<file path="src/rtl/lock_fsm.sv">
// Seven-press combination lock: rising edges on b0/b1 step through CODE; unlock in S7.
// Optional LOCK_SYNC_EN: two-flop synchronizers on b0/b1 ahead of edge detection.
module lock_fsm #(
    parameter logic [6:0] CODE = 7'h6A
) (
    input  logic       clk,
    input  logic       rst,
    input  logic       b0,
    input  logic       b1,
    output logic       unlock,
    output logic [2:0] state
);

    // state | meaning
    // S0    | idle, no progress
    // S1-S6 | that many correct presses entered
    // S7    | unlocked; any press relocks to S0
    typedef enum logic [2:0] {
        S0 = 3'd0,
        S1 = 3'd1,
        S2 = 3'd2,
        S3 = 3'd3,
        S4 = 3'd4,
        S5 = 3'd5,
        S6 = 3'd6,
        S7 = 3'd7
    } state_t;

    // Pad to 8 bits so every state value is a legal index.
    localparam logic [7:0] CODE_EXT = {1'b0, CODE};

    state_t state_q;
    logic   b0_in;
    logic   b1_in;
    logic   b0_q;
    logic   b1_q;
    logic   rise0;
    logic   rise1;
    logic   any_rise;
    logic   single;
    logic   code_bit;
    logic   match;

`ifdef LOCK_SYNC_EN
    logic [1:0] b0_sync;
    logic [1:0] b1_sync;

    always_ff @(posedge clk or negedge rst) begin
        if (!rst) begin
            b0_sync <= 2'b00;
            b1_sync <= 2'b00;
        end else begin
            b0_sync <= {b0_sync[0], b0};
            b1_sync <= {b1_sync[0], b1};
        end
    end

    assign b0_in = b0_sync[1];
    assign b1_in = b1_sync[1];
`else
    assign b0_in = b0;
    assign b1_in = b1;
`endif

    assign rise0    = b0_in & ~b0_q;
    assign rise1    = b1_in & ~b1_q;
    assign any_rise = rise0 | rise1;
    assign single   = rise0 ^ rise1;
    assign code_bit = CODE_EXT[state_q];
    // With a single press, rise1 identifies which button it was.
    assign match    = single & (rise1 == code_bit);

    always_ff @(posedge clk or negedge rst) begin
        if (!rst) begin
            state_q <= S0;
            unlock  <= 1'b0;
            b0_q    <= 1'b0;
            b1_q    <= 1'b0;
        end else begin
            b0_q <= b0_in;
            b1_q <= b1_in;
            if (state_q == S7) begin
                if (any_rise) begin
                    state_q <= S0;
                    unlock  <= 1'b0;
                end
            end else if (match) begin
                state_q <= state_t'(state_q + 3'd1);
                unlock  <= (state_q == S6);
            end else if (any_rise) begin
                state_q <= S0;
                unlock  <= 1'b0;
            end
        end
    end

    assign state = state_q;

endmodule

</file>
<file path="config.mk">
export PLATFORM = sky130hd
export DESIGN_NAME = lock_fsm
export DESIGN_NICKNAME = d
export VERILOG_FILES = /design/src/rtl/lock_fsm.sv
export SDC_FILE = /design/constraint.sdc
export NUM_CORES = 1
export LEC_CHECK = 0
export CELL_PAD_IN_SITES_DETAIL_PLACEMENT = 0
export CELL_PAD_IN_SITES_GLOBAL_PLACEMENT = 1
export CORE_AREA = 8 8 45 47
export CTS_CLUSTER_DIAMETER = 50
export DETAILED_ROUTE_END_ITERATION = 10
export DIE_AREA = 0 0 53 55
export PLACE_DENSITY = 0.63
export REMOVE_ABC_BUFFERS = 1
export SLEW_MARGIN = 20
export SYNTH_ARGS = -nofsm -noshare
export SYNTH_HDL_FRONTEND = slang
export SYNTH_SLANG_ARGS = --single-unit
export TNS_END_PERCENT = 50
</file>
<file path="constraint.sdc">
create_clock -name clk -period 2.06 [get_ports clk]
set_input_delay 0.206 -clock clk [delete_from_list [all_inputs] [get_ports clk]]
set_output_delay 0.206 -clock clk [all_outputs]
set_load 0.02 [all_outputs]
</file>
# Yosys cells after proc, flatten, opt, wreduce, memory -nomap -nowiden
# Memories as Yosys holds them, arrays and structs flattened.
# Index checks and enable logic that the tools add are counted.
# Widths: inputs -> output; s select.
dict set report op_classes {
  n_eq_ne 3
  n_mux 7
  order_cmp 1
  bitwise_logic 7
  n_addsub 1
}
# cell count
set ops {}
lappend ops {{$mux 3} 3}
lappend ops {{$eq 3x3->1 const B} 2}
lappend ops {{$lt 3x4->1 const B} 1}
lappend ops {{$mux 1} 4}
lappend ops {{$add 3x1->3 const B} 1}
lappend ops {{$and 1x1->1} 3}
lappend ops {{$not 1->1} 2}
lappend ops {{$eq 1x1->1} 1}
lappend ops {{$or 1x1->1} 1}
lappend ops {{$xor 1x1->1} 1}
dict set report word_totals {
  rom_bits 8
  out_inout_bits 4
  reg_bits 6
  mem_count 1
  elab_cells 24
}
# memory words width read_ports rd_ports_with_merged_regs write_ports line_no
set memory_table {}
lappend memory_table {{(name not given)} 8 1 1 0 0 69} ;# assign code_bit = CODE_EXT[state_q];

# Depth between registers and ports, before layout
# Gate-level depths: netlist of run 1.
dict set report logic_depth {
  depth_word 6
  mapped_depth 6
  ltp_nobuf 6
}

# Least setup slack after synthesis of run 1
# No wires, ideal clock.
dict set report synth_timing {
  path_kind {reg-to-reg}
  from {reg state_q[0], in the netlist state[0]}
  to {reg state_q[0], in the netlist state[0]}
  stages_incl_launch_ff 7
  required_ns 1.979
  setup_slack_ns 0.159
  t_arrival_ns 1.820
  cell_sequence {dfrtp_1 inv_1 ha_1 and2_1 or3_1 a21oi_2 mux2i_1}
}
dict set report synth_via {
  elab_chain_cells 6
  elab_cells_between_ends 9
  classes_between {add/sub: 1; eq/ne: 2; mux: 4; bitwise: 1; memory: 1}
}
# item line_no
set synth_rtl {}
lappend synth_rtl {{start, declared} 32} ;# state_t state_q;
lappend synth_rtl {{start signal, assigned} 88} ;# state_q <= state_t'(state_q + 3'd1);
lappend synth_rtl {{$mem_v2 8x1} -}
lappend synth_rtl {{$mux 1 (implied by the code)} 69}
lappend synth_rtl {{$eq 1x1->1} 71} ;# assign match = single & (rise1 == code_bit);
lappend synth_rtl {{$and 1x1->1} 71}
lappend synth_rtl {{$mux 3} 87} ;# end else if (match) begin
lappend synth_rtl {{$mux 3 *} 82} ;# if (state_q == S7) begin
# Every way passes the cells marked *; elsewhere a longest branch is shown, timed or not. The select of a mux whose other input is x is not followed.

# Worst setup path after layout of run 1
dict set report layout_timing {
  from {reg state_q[0], in the netlist state[0]}
  to {reg state_q[1], in the netlist state[1]}
}
# Same word-level chain as after synthesis.

==> flow_summary.ini, run 1 <==
[routing]
viasPerCell = 4.20
drc = 0
wire_per_inst_um = 10.7
dr.pass1.iters = 4
ant_nets = 0
vias = 231
drt_iter0_markers = 2
routed_wl_um = 588

[logic_synthesis]
ys_warn_count = 0
ys_top_cells_by_area = dfrtp_1 48%, ha_1 16%, mux2i_1 13%
yosys.area.top_type = dfrtp_1
ys_ff_latch = 6
ys_seq_area_share_pct = 47.6
yosysTopAreaCellShare_pct = 47.6
synth_cell_types = 11
syn_area_um2 = 315
synth_cells = 29
avgSynthCellArea_um2 = 10.9

[floorplan]
io_pins = 8
die_y_um = 55
num_rows = 14
die_area_mm2 = 0.00292
die-width_um = 53
start_util_pct = 22.8
core_area_mm2 = 0.00138

[global_route]
grt_max_degree = 7
grt_pass1_wl_um = 1030
track_usage_pct = 4.88
antenna_found_initial = 0
grt_overflow = 0
grt_pass1_vias = 250

[pwr]
peakVddDrop_uv = 375
swShare_pct = 34.7
pwr-share-seq_pct = 37.9
p_int_mw = 0.295
power.leakage_nw = 0.192
powerDensity_mw_per_mm2 = 1040
p_sw_mw = 0.157
clkPwrFrac_pct = 21.9
total_power_mw = 0.451
p_comb_share_pct = 40.2

[timing]
setup_viol = 0
period_needed_ns = 1.86
rsz0062_at_grt = no
hold_violations = 0
fin_crit_sh_pct = 90.3
fin_setup_tns_ns = 0
slew_violations = 0
tightest_slew_ns = 0.344
fmax_mhz = 537
finClkSkew_ns = 0.00128
relSlewSlack_pct = 76.8

[finish]
drive_gt1_share_pct = 10.3
nNetsFinal = 49
syn2layout_area_growth_pct = 38.1
multi_input_area_um2 = 165
diodes = 0
seq_area_um2 = 150
fin_area_um2 = 435
layout_common_cells = 7 x clkdlybuf4s50_1, 6 x dfrtp_1, 5 x nand2_1
layout_commonest_cell = clkdlybuf4s50_1
fill_cells = 139

[critical_path]
cp-end-kind = register
arrival_ns = 2.02
crit_path_max_fanout = 6
required_ns = 2.22
critPathKind = reg2reg
crit_path_start_kind = register

[cts]
cts_buffer_depth = 2
cts_sinks = 6
cts.htree.levels = 1
numCtsBuffers = 3
insertion_delay_ns = 0.23
cts_tree = yes
clk_pin_slew_worst_paths_ns = 0.04
cts_setup_buffers = 0
cts-root-buf = clkbuf_4

[run_status]
status = finished clean

[place]
gp_congestion = 0.665
numPortBuffers = 7
hpwlAfterDp_um = 483
placed_area_um2 = 405

[worst_hold_path]
hold_path.class = in2async

[flow_run]
cap_violations = 0
## worst max-delay path, stage by stage, from the launching register on
cell,delay (ns)
dfrtp_1,0.43
inv_1,0.07
ha_1,0.30
and2_1,0.16
or3_1,0.39
a21oi_4,0.23
mux2i_1,0.20
## final cells by class
class | instances | share of cell area [%]
flip-flops and latches | 6 | 34.5
well taps | 16 | 4.60
clock buffers | 3 | 5.17
inverters | 2 | 1.72
repair buffers | 7 | 16.1
multi-input cells | 21 | 37.9
## cells by family after synthesis
logic type | Yosys count | synth area share [%]
compound gates | 2 | 4.36
buf+inv | 2 | 2.38
mux | 4 | 12.7
flops | 6 | 47.6
simple gates | 11 | 17.1
fa+ha+maj | 4 | 15.9
## metrics by stage
step | setup WS (ns) | hold slack (ns) | cells | utilization [%]
floorplan | 0.159 | -0.0896 | 29 | -
global placement | 0.167 | 0.457 | 52 | 29.3
detailed placement | 0.134 | 0.460 | 52 | 29.3
CTS | 0.118 | 0.208 | 55 | 30.9
global route | 0.0543 | 0.206 | 55 | 31.5
finish | 0.199 | 0.207 | 55 | 31.5
## per-layer routing
layer  wire (µm)  part of all wire [%]  GRT usage (%)
met5           0                     0              0
met4           0                     0           5.17
met3          27                   4.6           1.34
met2         294                    50           7.81
met1         266                    45           4.91
## synthesized netlist by cell type
cell,n
mux2i_1,4
a21oi_2,1
o21ai_0,1
inv_1,2
nand2_1,5
ha_1,4
or3_1,1
nor2_1,1
dfrtp_1,6
and2_1,1
nand2b_1,3
## timing repair
item	CTS	global route
hold buffers	0	0
gates resized for setup	0	1
endpoints found under the setup margin	0	1
endpoints found under the hold margin	0	0
## state kept, by name, summed over array words and instances, names as in the netlist
name,count
unlock,1
b1_q,1
state,3
b0_q,1
## worst paths after layout
check                               from  endpoint  slack, ns  depth (start not counted)
worst min register to register    unlock    unlock       0.54                          2
max in group asynchronous            rst  state[2]       1.65                          1
worst min-delay path                 rst    unlock       0.21                          1
worst max register to register  state[0]  state[1]       0.20                          6
min in group clk                      b0      b0_q       0.45                          1
worst max-delay path            state[0]  state[1]       0.20                          6
## power by group through the flow
stage          clock network [mW]  logic, mW  registers (mW)
6_report                   0.0988      0.182           0.171
5_1_grt                     0.113      0.202           0.175
4_1_cts                     0.104      0.177           0.172
3_5_place_dp                    0      0.175           0.173
3_3_place_gp                    0      0.175           0.172
2_1_floorplan                   0     0.0789           0.193
(Power assumes the default switching activity.)
==> inputs of run 2 (changes only) <==
Settings changed: CORE_AREA 8 8 45 47 to 3 3 40 42, DIE_AREA 0 0 53 55 to 0 0 43 45.
==> run 2 against run 1 <==
Clock skew up 0.00056 ns. Combinational power about the same. Fmax down 2.3%. Sequential power about the same. Via count up 1.7%. Global-route usage up 4.8 points. Final area down 0.29%. First-iteration DRC count down 100%. Worst hold slack worse by 0.0060 ns. Largest power group unchanged.
==> flow_summary.ini, run 2 (same netlist as run 1, synthesis figures left out) <==
[pwr]
total_power_mw = 0.457
powerDensity_mw_per_mm2 = 1050
peakVddDrop_uv = 448
power.leakage_nw = 0.192

[cts]
cts_buffer_depth = 2
insertion_delay_ns = 0.24
cts-root-buf = clkbuf_4
clk_pin_slew_worst_paths_ns = 0.04
cts_setup_buffers = 0
numCtsBuffers = 3
cts_tree = yes
cts.htree.levels = 1
cts_sinks = 6

[critical_path]
arrival_ns = 2.06
cp-end-kind = register
required_ns = 2.22
critPathKind = reg2reg
crit_path_max_fanout = 6
ff2ff_setup_slack_ns = 0.15
crit_path_start_kind = register

[routing]
drt_iter0_markers = 0
wire_per_inst_um = 11.8
dr.pass1.iters = 1
vias = 235
drc = 0
routed_wl_um = 638
ant_nets = 0
viasPerCell = 4.35

[place]
placed_area_um2 = 404
hpwlAfterDp_um = 516
post-place-ws_ns = 0.0883
numPortBuffers = 7
gp_congestion = 0.695
dp.cells = 51

[finish]
fin_area_um2 = 434
nNetsFinal = 49
layout_common_cells = 7 x clkdlybuf4s50_1, 6 x dfrtp_1, 5 x nand2_1
final_core_util_pct = 33.8
syn2layout_area_growth_pct = 37.7
diodes = 0
drive_gt1_share_pct = 10.3
largest_reg_flops = 3
layout_commonest_cell = clkdlybuf4s50_1
final_cells = 54

[timing]
fin_ws_ns = 0.154
rsz0062_at_grt = no
whs_ns = 0.201
tightest_slew_ns = 0.340
fin_setup_tns_ns = 0
finClkSkew_ns = 0.00184
fin_crit_sh_pct = 92.5
setup_viol = 0
fmax_mhz = 525
slew_violations = 0
period_needed_ns = 1.91
relSlewSlack_pct = 77.1
hold_violations = 0

[floorplan]
core_area_mm2 = 0.00128
start_util_pct = 24.5
die_y_um = 45
num_rows = 13
die_area_mm2 = 0.00194
io_pins = 8
die-width_um = 43

[global_route]
grt_overflow = 0
antenna_found_initial = 0
grt_pass1_wl_um = 1280
grt_max_degree = 7
grt_pass1_vias = 278
track_usage_pct = 9.72

[run_status]
status = finished clean

[flow_run]
cap_violations = 0

[worst_hold_path]
hold_path.class = in2async
[run 2: what timing repair did]
item                       4_1_cts  5_1_grt
hold buffers                     0        0
gates resized for setup          0        1
setup endpoints to repair        0        4
[run 2: area by class of cell]
cell class / instances / area, µm²
clock buffers: 3 / 22.5
fillers: 135 / 851
repair buffers: 7 / 70.1
flip-flops and latches: 6 / 150
well taps: 15 / 18.8
multi-input cells: 21 / 165
inverters: 2 / 7.51
[run 2: power breakdown]
group          total [mW]  internal (mW)  switching, mW
combinational       0.184         0.0884         0.0957
sequential          0.171          0.142         0.0299
clock               0.102         0.0655         0.0363
total               0.457          0.295          0.162
[run 2: path summary, 6_finish.rpt]
path,startpoint,end,depth (start not counted)
worst max-delay path,state[0],state[1],6
min in group clk,b1,b1_q,1
max in group asynchronous,rst,unlock,1
worst max register to register,state[0],state[1],6
worst min-delay path,rst,state[2],1
worst min register to register,unlock,unlock,2
[run 2: critical path, cell delays in order, from the launching register on]
cell,delay [ns]
dfrtp_1,0.43
inv_1,0.07
ha_1,0.31
and2_1,0.17
or3_1,0.39
a21oi_4,0.23
mux2i_1,0.22
[run 2: layer usage]
layer  part of all wire (%)  global-route usage [%]
met1                     40                    9.07
met2                     50                    15.9
met3                    5.3                    3.19
met5                      0                       0
met4                    4.4                    10.8
